File: src/rtl/display_pkg.sv
`default_nettype none
// =============================================================================
//  Package     : display_pkg
//  Description : Shared encodings for the MM:SS BCD stopwatch.
//  Revision    : 1.0 - initial release
// =============================================================================
package display_pkg;

    typedef enum logic [1:0] {
        ST_IDLE  = 2'd0,
        ST_RUN   = 2'd1,
        ST_PAUSE = 2'd2
    } state_t;

    localparam logic [3:0] DIG_MAX_9 = 4'd9;
    localparam logic [3:0] DIG_MAX_5 = 4'd5;

    localparam logic [1:0] SEL_SEC_ONES = 2'd0;
    localparam logic [1:0] SEL_SEC_TENS = 2'd1;
    localparam logic [1:0] SEL_MIN_ONES = 2'd2;
    localparam logic [1:0] SEL_MIN_TENS = 2'd3;

    // Anything at or above the limit folds to 0, so a digit can never exceed it.
    function automatic logic [3:0] bcd_next(input logic [3:0] d, input logic [3:0] lim);
        return (d >= lim) ? 4'd0 : d + 4'd1;
    endfunction

endpackage
`default_nettype wire

File: src/rtl/key_debounce.sv
`default_nettype none
// =============================================================================
//  Module      : key_debounce
//  Description : Active-low raw key -> 1-cycle press pulse. 2-FF synchroniser,
//                stable-level filter when KEY_DEBOUNCE_EN is defined, falling-edge detect.
//  Revision    : 1.0 - initial release
// =============================================================================
module key_debounce #(
    parameter int unsigned DEB_CYCLES = 1_000_000
) (
    input  logic CLK,
    input  logic RST,
    input  logic key_n,
    output logic pulse
);

    logic sync1;
    logic sync2;
    logic level;
    logic level_d;

    if (DEB_CYCLES == 0) begin : g_deb_range
        $error("key_debounce: DEB_CYCLES must be at least 1");
    end

    // Idle key level is high, so reset to released to avoid a spurious press.
    always_ff @(posedge CLK or posedge RST) begin
        if (RST) begin
            sync1 <= 1'b1;
            sync2 <= 1'b1;
        end else begin
            sync1 <= key_n;
            sync2 <= sync1;
        end
    end

`ifdef KEY_DEBOUNCE_EN
    localparam int unsigned CW = (DEB_CYCLES > 1) ? $clog2(DEB_CYCLES) : 1;
    localparam logic [CW-1:0] CNT_LAST = CW'(DEB_CYCLES - 1);

    logic [CW-1:0] cnt;
    logic          filt;

    always_ff @(posedge CLK or posedge RST) begin
        if (RST) begin
            cnt  <= '0;
            filt <= 1'b1;
        end else if (sync2 == filt) begin
            cnt <= '0;
        end else if (cnt == CNT_LAST) begin
            filt <= sync2;
            cnt  <= '0;
        end else begin
            cnt <= cnt + CW'(1);
        end
    end

    assign level = filt;
`else
    assign level = sync2;
`endif

    always_ff @(posedge CLK or posedge RST) begin
        if (RST) begin
            level_d <= 1'b1;
        end else begin
            level_d <= level;
        end
    end

    assign pulse = level_d & ~level;

endmodule
`default_nettype wire

File: src/rtl/bcd_time_counter.sv
`default_nettype none
// =============================================================================
//  Module      : bcd_time_counter
//  Description : MM:SS stopwatch with start/stop and clear keys, packed BCD and
//                muxed digit outputs. Key filtering enabled by KEY_DEBOUNCE_EN.
//  Revision    : 1.0 - initial release
// =============================================================================
module bcd_time_counter
    import display_pkg::*;
#(
    parameter int unsigned TICK_DIV   = 50_000_000,
    parameter int unsigned DEB_CYCLES = 1_000_000
) (
    input  logic        CLK,
    input  logic        RST,
    input  logic        key_start_n,
    input  logic        key_clear_n,
    input  logic [1:0]  digit_sel,
    output logic [3:0]  data,
    output logic [15:0] bcd_all,
    output logic        running,
    output logic        wrap_pulse
);

    localparam int unsigned   PW         = (TICK_DIV > 1) ? $clog2(TICK_DIV) : 1;
    localparam logic [PW-1:0] PRESC_LAST = PW'(TICK_DIV - 1);

    logic          start_p;
    logic          clear_p;
    state_t        state;
    state_t        state_nxt;
    logic [PW-1:0] presc;
    logic          tick;
    logic          at_max;
    logic [3:0]    sec_ones;
    logic [3:0]    sec_tens;
    logic [3:0]    min_ones;
    logic [3:0]    min_tens;

    key_debounce #(.DEB_CYCLES(DEB_CYCLES)) u_key_start (
        .CLK   (CLK),
        .RST   (RST),
        .key_n (key_start_n),
        .pulse (start_p)
    );

    key_debounce #(.DEB_CYCLES(DEB_CYCLES)) u_key_clear (
        .CLK   (CLK),
        .RST   (RST),
        .key_n (key_clear_n),
        .pulse (clear_p)
    );

    always_ff @(posedge CLK or posedge RST) begin
        if (RST) begin
            state <= ST_IDLE;
        end else begin
            state <= state_nxt;
        end
    end

    // Clear has priority over start/stop.
    always_comb begin
        state_nxt = state;
        if (clear_p) begin
            state_nxt = ST_IDLE;
        end else if (start_p) begin
            case (state)
                ST_IDLE:  state_nxt = ST_RUN;
                ST_RUN:   state_nxt = ST_PAUSE;
                ST_PAUSE: state_nxt = ST_RUN;
                default:  state_nxt = ST_IDLE;
            endcase
        end
    end

    assign tick   = (state == ST_RUN) && (presc == PRESC_LAST);
    assign at_max = (sec_ones == DIG_MAX_9) && (sec_tens == DIG_MAX_5) &&
                    (min_ones == DIG_MAX_9) && (min_tens == DIG_MAX_5);

    // PAUSE holds the partial second so a resume continues it.
    always_ff @(posedge CLK or posedge RST) begin
        if (RST) begin
            presc <= '0;
        end else if (clear_p) begin
            presc <= '0;
        end else begin
            case (state)
                ST_RUN:   presc <= tick ? '0 : presc + PW'(1);
                ST_PAUSE: presc <= presc;
                default:  presc <= '0;
            endcase
        end
    end

    always_ff @(posedge CLK or posedge RST) begin
        if (RST) begin
            sec_ones <= 4'd0;
            sec_tens <= 4'd0;
            min_ones <= 4'd0;
            min_tens <= 4'd0;
        end else if (clear_p) begin
            sec_ones <= 4'd0;
            sec_tens <= 4'd0;
            min_ones <= 4'd0;
            min_tens <= 4'd0;
        end else if (tick) begin
            sec_ones <= bcd_next(sec_ones, DIG_MAX_9);
            if (sec_ones == DIG_MAX_9) begin
                sec_tens <= bcd_next(sec_tens, DIG_MAX_5);
                if (sec_tens == DIG_MAX_5) begin
                    min_ones <= bcd_next(min_ones, DIG_MAX_9);
                    if (min_ones == DIG_MAX_9) begin
                        min_tens <= bcd_next(min_tens, DIG_MAX_5);
                    end
                end
            end
        end
    end

    always_ff @(posedge CLK or posedge RST) begin
        if (RST) begin
            wrap_pulse <= 1'b0;
        end else begin
            wrap_pulse <= tick && at_max && !clear_p;
        end
    end

    assign bcd_all = {min_tens, min_ones, sec_tens, sec_ones};
    assign running = (state == ST_RUN);

    always_comb begin
        data = sec_ones;
        case (digit_sel)
            SEL_SEC_ONES: data = sec_ones;
            SEL_SEC_TENS: data = sec_tens;
            SEL_MIN_ONES: data = min_ones;
            SEL_MIN_TENS: data = min_tens;
            default:      data = sec_ones;
        endcase
    end

endmodule
`default_nettype wire

File: config.mk
export PLATFORM = sky130hd
export DESIGN_NAME = bcd_time_counter
export DESIGN_NICKNAME = d
export VERILOG_FILES = /design/src/rtl/display_pkg.sv /design/src/rtl/key_debounce.sv /design/src/rtl/bcd_time_counter.sv
export SDC_FILE = /design/constraint.sdc
export NUM_CORES = 1
export LEC_CHECK = 0
export ABC_AREA = 0
export CORE_AREA = 2 2 74 76
export DETAILED_ROUTE_END_ITERATION = 7
export DIE_AREA = 0 0 76 78
export GPL_ROUTABILITY_DRIVEN = 1
export PLACE_DENSITY = 0.81
export SYNTH_ARGS = -nofsm -noshare
export SYNTH_HDL_FRONTEND = slang
export SYNTH_SLANG_ARGS = --single-unit
export TNS_END_PERCENT = 1
File: constraint.sdc
create_clock -name CLK -period 5.5 [get_ports CLK]
set_clock_uncertainty 0.05 [all_clocks]
set_input_delay 1.1 -clock CLK [delete_from_list [all_inputs] [get_ports CLK]]
set_output_delay 1.1 -clock CLK [all_outputs]
set_load 0.05 [all_outputs]
==> summary.md <==
| Metric | Value |
|---|---|
| Initial antenna violation count | `0` |
| Post-CTS setup buffer count | `0` |
| HP Class | `reg2reg` |
| Seq/Total Area, Yosys | `0.433` |
| Area grow syn2layout | `14.5%` |
| Port Buffers | `27` |
| Post-synthesis mux area share | `0.0371` |
| Via density | `5.98` |
| DR pass1 iterations | `4` |
| Commonest non-fill, non-tap cell in the layout | `dfrtp_1` |
| Core area | `5040 sq um` |
| Share of the synthesized area in the top cell type | `0.379` |
| Max-Cap Viols | `0` |
| CTS root buf | `clkbuf_8` |
| Drc violations | `0` |
| Worst hold slack | `0.316 ns` |
| Total gr overflow | `0` |
| Global-route usage over all layers | `0.241` |
| Max IR drop VDD | `0.143 mV` |
| Worst-Skew Late Latency | `0.32 ns` |
| Status | `completed` |
| H-Tree Depth | `2` |
| Post-Synth XOR/XNOR Area | `0.0679` |
| Largest family of logic cells by synthesized area | `simple AND/OR/NAND/NOR gates` |
| CTS buffer count | `5` |
| Post-route cell area | `3400 sq um` |
| Final ANT Viol Nets | `0` |
| Placement-stage cell area | `approximately 3300 sq um` |
| Pin count of the biggest net entering global routing | `52` |
| Worst-path maximum fanout | `4` |
| # diodes | `0` |
| Final hold viol count | `0` |
| Area leader, netlist | `dfrtp_1` |
| PostCTS Resize Cnt | `0` |
| Post-synthesis simple-gate area fraction | `0.280` |
| Max Slew Vio Count | `0` |
| Clock Tree Buf Depth | `2` |
| # IOs | `28` |
| First-pass GRT wire length | `11,600 um` |
| Die X | `76 um` |
| Leak Pwr | `0.00135 uW` |
| Initial Utilization | `0.589` |
| Compound-Gate Fraction of Synth Area | `0.0940` |
| Arr. time, crit path | `a little under 3 ns` |
| Fill cells | `403` |
| Synth Area in Adders | `0.0590` |
| Vert. Die Dim | `78 um` |
| Synth Flop Type | `dfrtp_1` |
| Ys Warns | `0` |
| TNS Setup | `0 ns` |
| CP Launch Type | `input pin` |
| Vias in the first global route | `2,400` |
| Cts hold-fix bufs | `0` |
| Number of flops mapped to enable cells by yosys | `0` |
| Drt total wl | `6360 um` |
| Gate Count Post-Synth | `302` |
| Multi-input logic area | `around 1600 sq um` |
| Post-layout util | `0.674` |
| Layout Nets | `351` |
| Clock-pin slew of the registers on the worst-case setup and hold paths | `0.10 ns` |
| Cell row count | `26` |
| Most frequent cells in the layout | `dfrtp_1 (45), nor2_1 (36), clkdlybuf4s50_1 (27)` |
| Area of the die | `5930 sq um` |
| Yosys cell types | `51` |
| PwrDens | `~200 nW/um^2` |
| Register Area | `~1300 sq um` |
| Final Setup Violations | `0` |
| Sink Count | `51` |
| Final period util | `0.750` |
| Avg WL per Cell | `between 15 and 20 um` |
| Asr flop ratio synth | `1.00` |
| Mapped Nets | `around 320` |
| F_max | `242 MHz` |
| Period minus WS final | `4.12 ns` |
| RSZ-0062 raised after global routing | `false` |
| Vias | `about 2,400` |
| Worst rel slew slack | `0.304` |
| DP HPWL | `4610 um` |
| Initial drt markers | `167` |
| Gp weighted congestion | `0.853` |
| Synth Register Bits | `51` |
| Syn_area_per_cell | `9.83 sq um` |
| CTS tree | `done` |
| Ratio of cells with drive above 1 in the final layout | `0.108` |
| Critical Path End Type | `output port` |
| Worst-Margin Slew | `1.04 ns` |
| Required time of the critical path | `4.35 ns` |
| WS Path Type | `in2out` |
| Synthesized area | `2970 sq um` |
| Top cells by area, synth | `dfrtp_1 (38%), ha_1 (5.9%), dfstp_2 (5.3%), nor2_1 (4.6%), nand3_1 (4.4%)` |
-- power breakdown --
part / switching [uW] / internal (uW) / total, uW
Combinational: 48.6 / 22.8 / 71.4
Clock: 136 / 91.2 / 228
Sequential: 8.95 / 384 / 393
Total: 194 / 498 / 692
-- layout make-up --
class | count | share of cell area
Multi-Input combinational cell | 230 | 0.470
Clock buffer | 5 | 0.0202
Timing Repair Buffer | 29 | 0.0839
Tap cell | 70 | 0.0258
Clock inverter | 3 | 0.00699
Inverter | 14 | 0.0155
Sequential cell | 51 | 0.378
-- cells by family after synthesis --
logic type	after synthesis
and+or+nand+nor	146
DFF	51
AOI/OAI and AO/OA	41
xor gates and xnor gates	23
buffers and inverters	21
adders and majority gates	14
muxes	6
-- state kept, by name, summed over array words and instances, names as in the netlist --
| register | cells |
|---|---|
| presc | 26 |
| min_ones | 4 |
| min_tens | 4 |
| sec_ones | 4 |
| sec_tens | 4 |
| state | 2 |
| u_key_clear.level | 1 |
| u_key_clear.level_d | 1 |
| u_key_clear.sync1 | 1 |
| u_key_start.level | 1 |
| u_key_start.level_d | 1 |
| u_key_start.sync1 | 1 |
| wrap_pulse | 1 |
-- per-stage QoR --
step                std cells  power [uW]  setup slack (ns)
floorplan                 302         450              2.62
global placement          394         471              1.42
detailed placement        394         473              1.37
CTS                       402         700              1.37
global route              402         725              1.32
finish                    402         692              1.38
-- Yosys cell counts (2+ instances only) --
master / n
nand3b_1: 5
clkbuf_1: 3
nor4b_4: 2
nand4b_1: 2
nor2b_1: 5
nor2_1: 36
dfrtp_1: 45
and3_1: 5
a21o_1: 4
nand4_1: 10
a31oi_1: 4
ha_1: 14
a21boi_0: 2
buf_2: 2
dfstp_2: 6
mux2i_1: 2
and4_1: 5
mux4_2: 4
inv_1: 14
xnor2_1: 12
or2_2: 3
o21ai_0: 9
nand2b_1: 5
nand3_1: 26
nand2_1: 22
xor2_1: 11
a21oi_1: 12
nor3_1: 9
-- layer usage --
layer  routed length (um)  global-route usage  vias to the layer above
met5                    0                   0                        -
met4                   75              0.0655                        0
met3                  337              0.0465                        9
met2                 3210               0.407                       77
met1                 2730               0.320                     1186
li1                     -                   -                     1131
-- critical path, cell delays in order --
cell             delay (ns)
clkdlybuf4s50_1        0.61
mux4_2                 0.54
clkdlybuf4s50_1        0.72
-- path summary, 6_finish.rpt --
check / to / slack (ns) / startpoint / cells after the start
min reg2reg: u_key_clear.level$_DFF_PP1_ / 0.32 / u_key_clear.sync1$_DFF_PP1_ / 0
max reg2reg: min_tens[2]$_DFFE_PP0P_ / 3.20 / sec_ones[1]$_DFFE_PP0P_ / 7
min: u_key_clear.level$_DFF_PP1_ / 0.32 / u_key_clear.sync1$_DFF_PP1_ / 0
max in group asynchronous: presc[20]$_DFFE_PP0P_ / 3.45 / RST / 2
max: data[2] / 1.38 / digit_sel[0] / 3
min in group asynchronous: sec_ones[2]$_DFFE_PP0P_ / 1.29 / RST / 2
No activity file was read; power rests on OpenSTA's default activity.
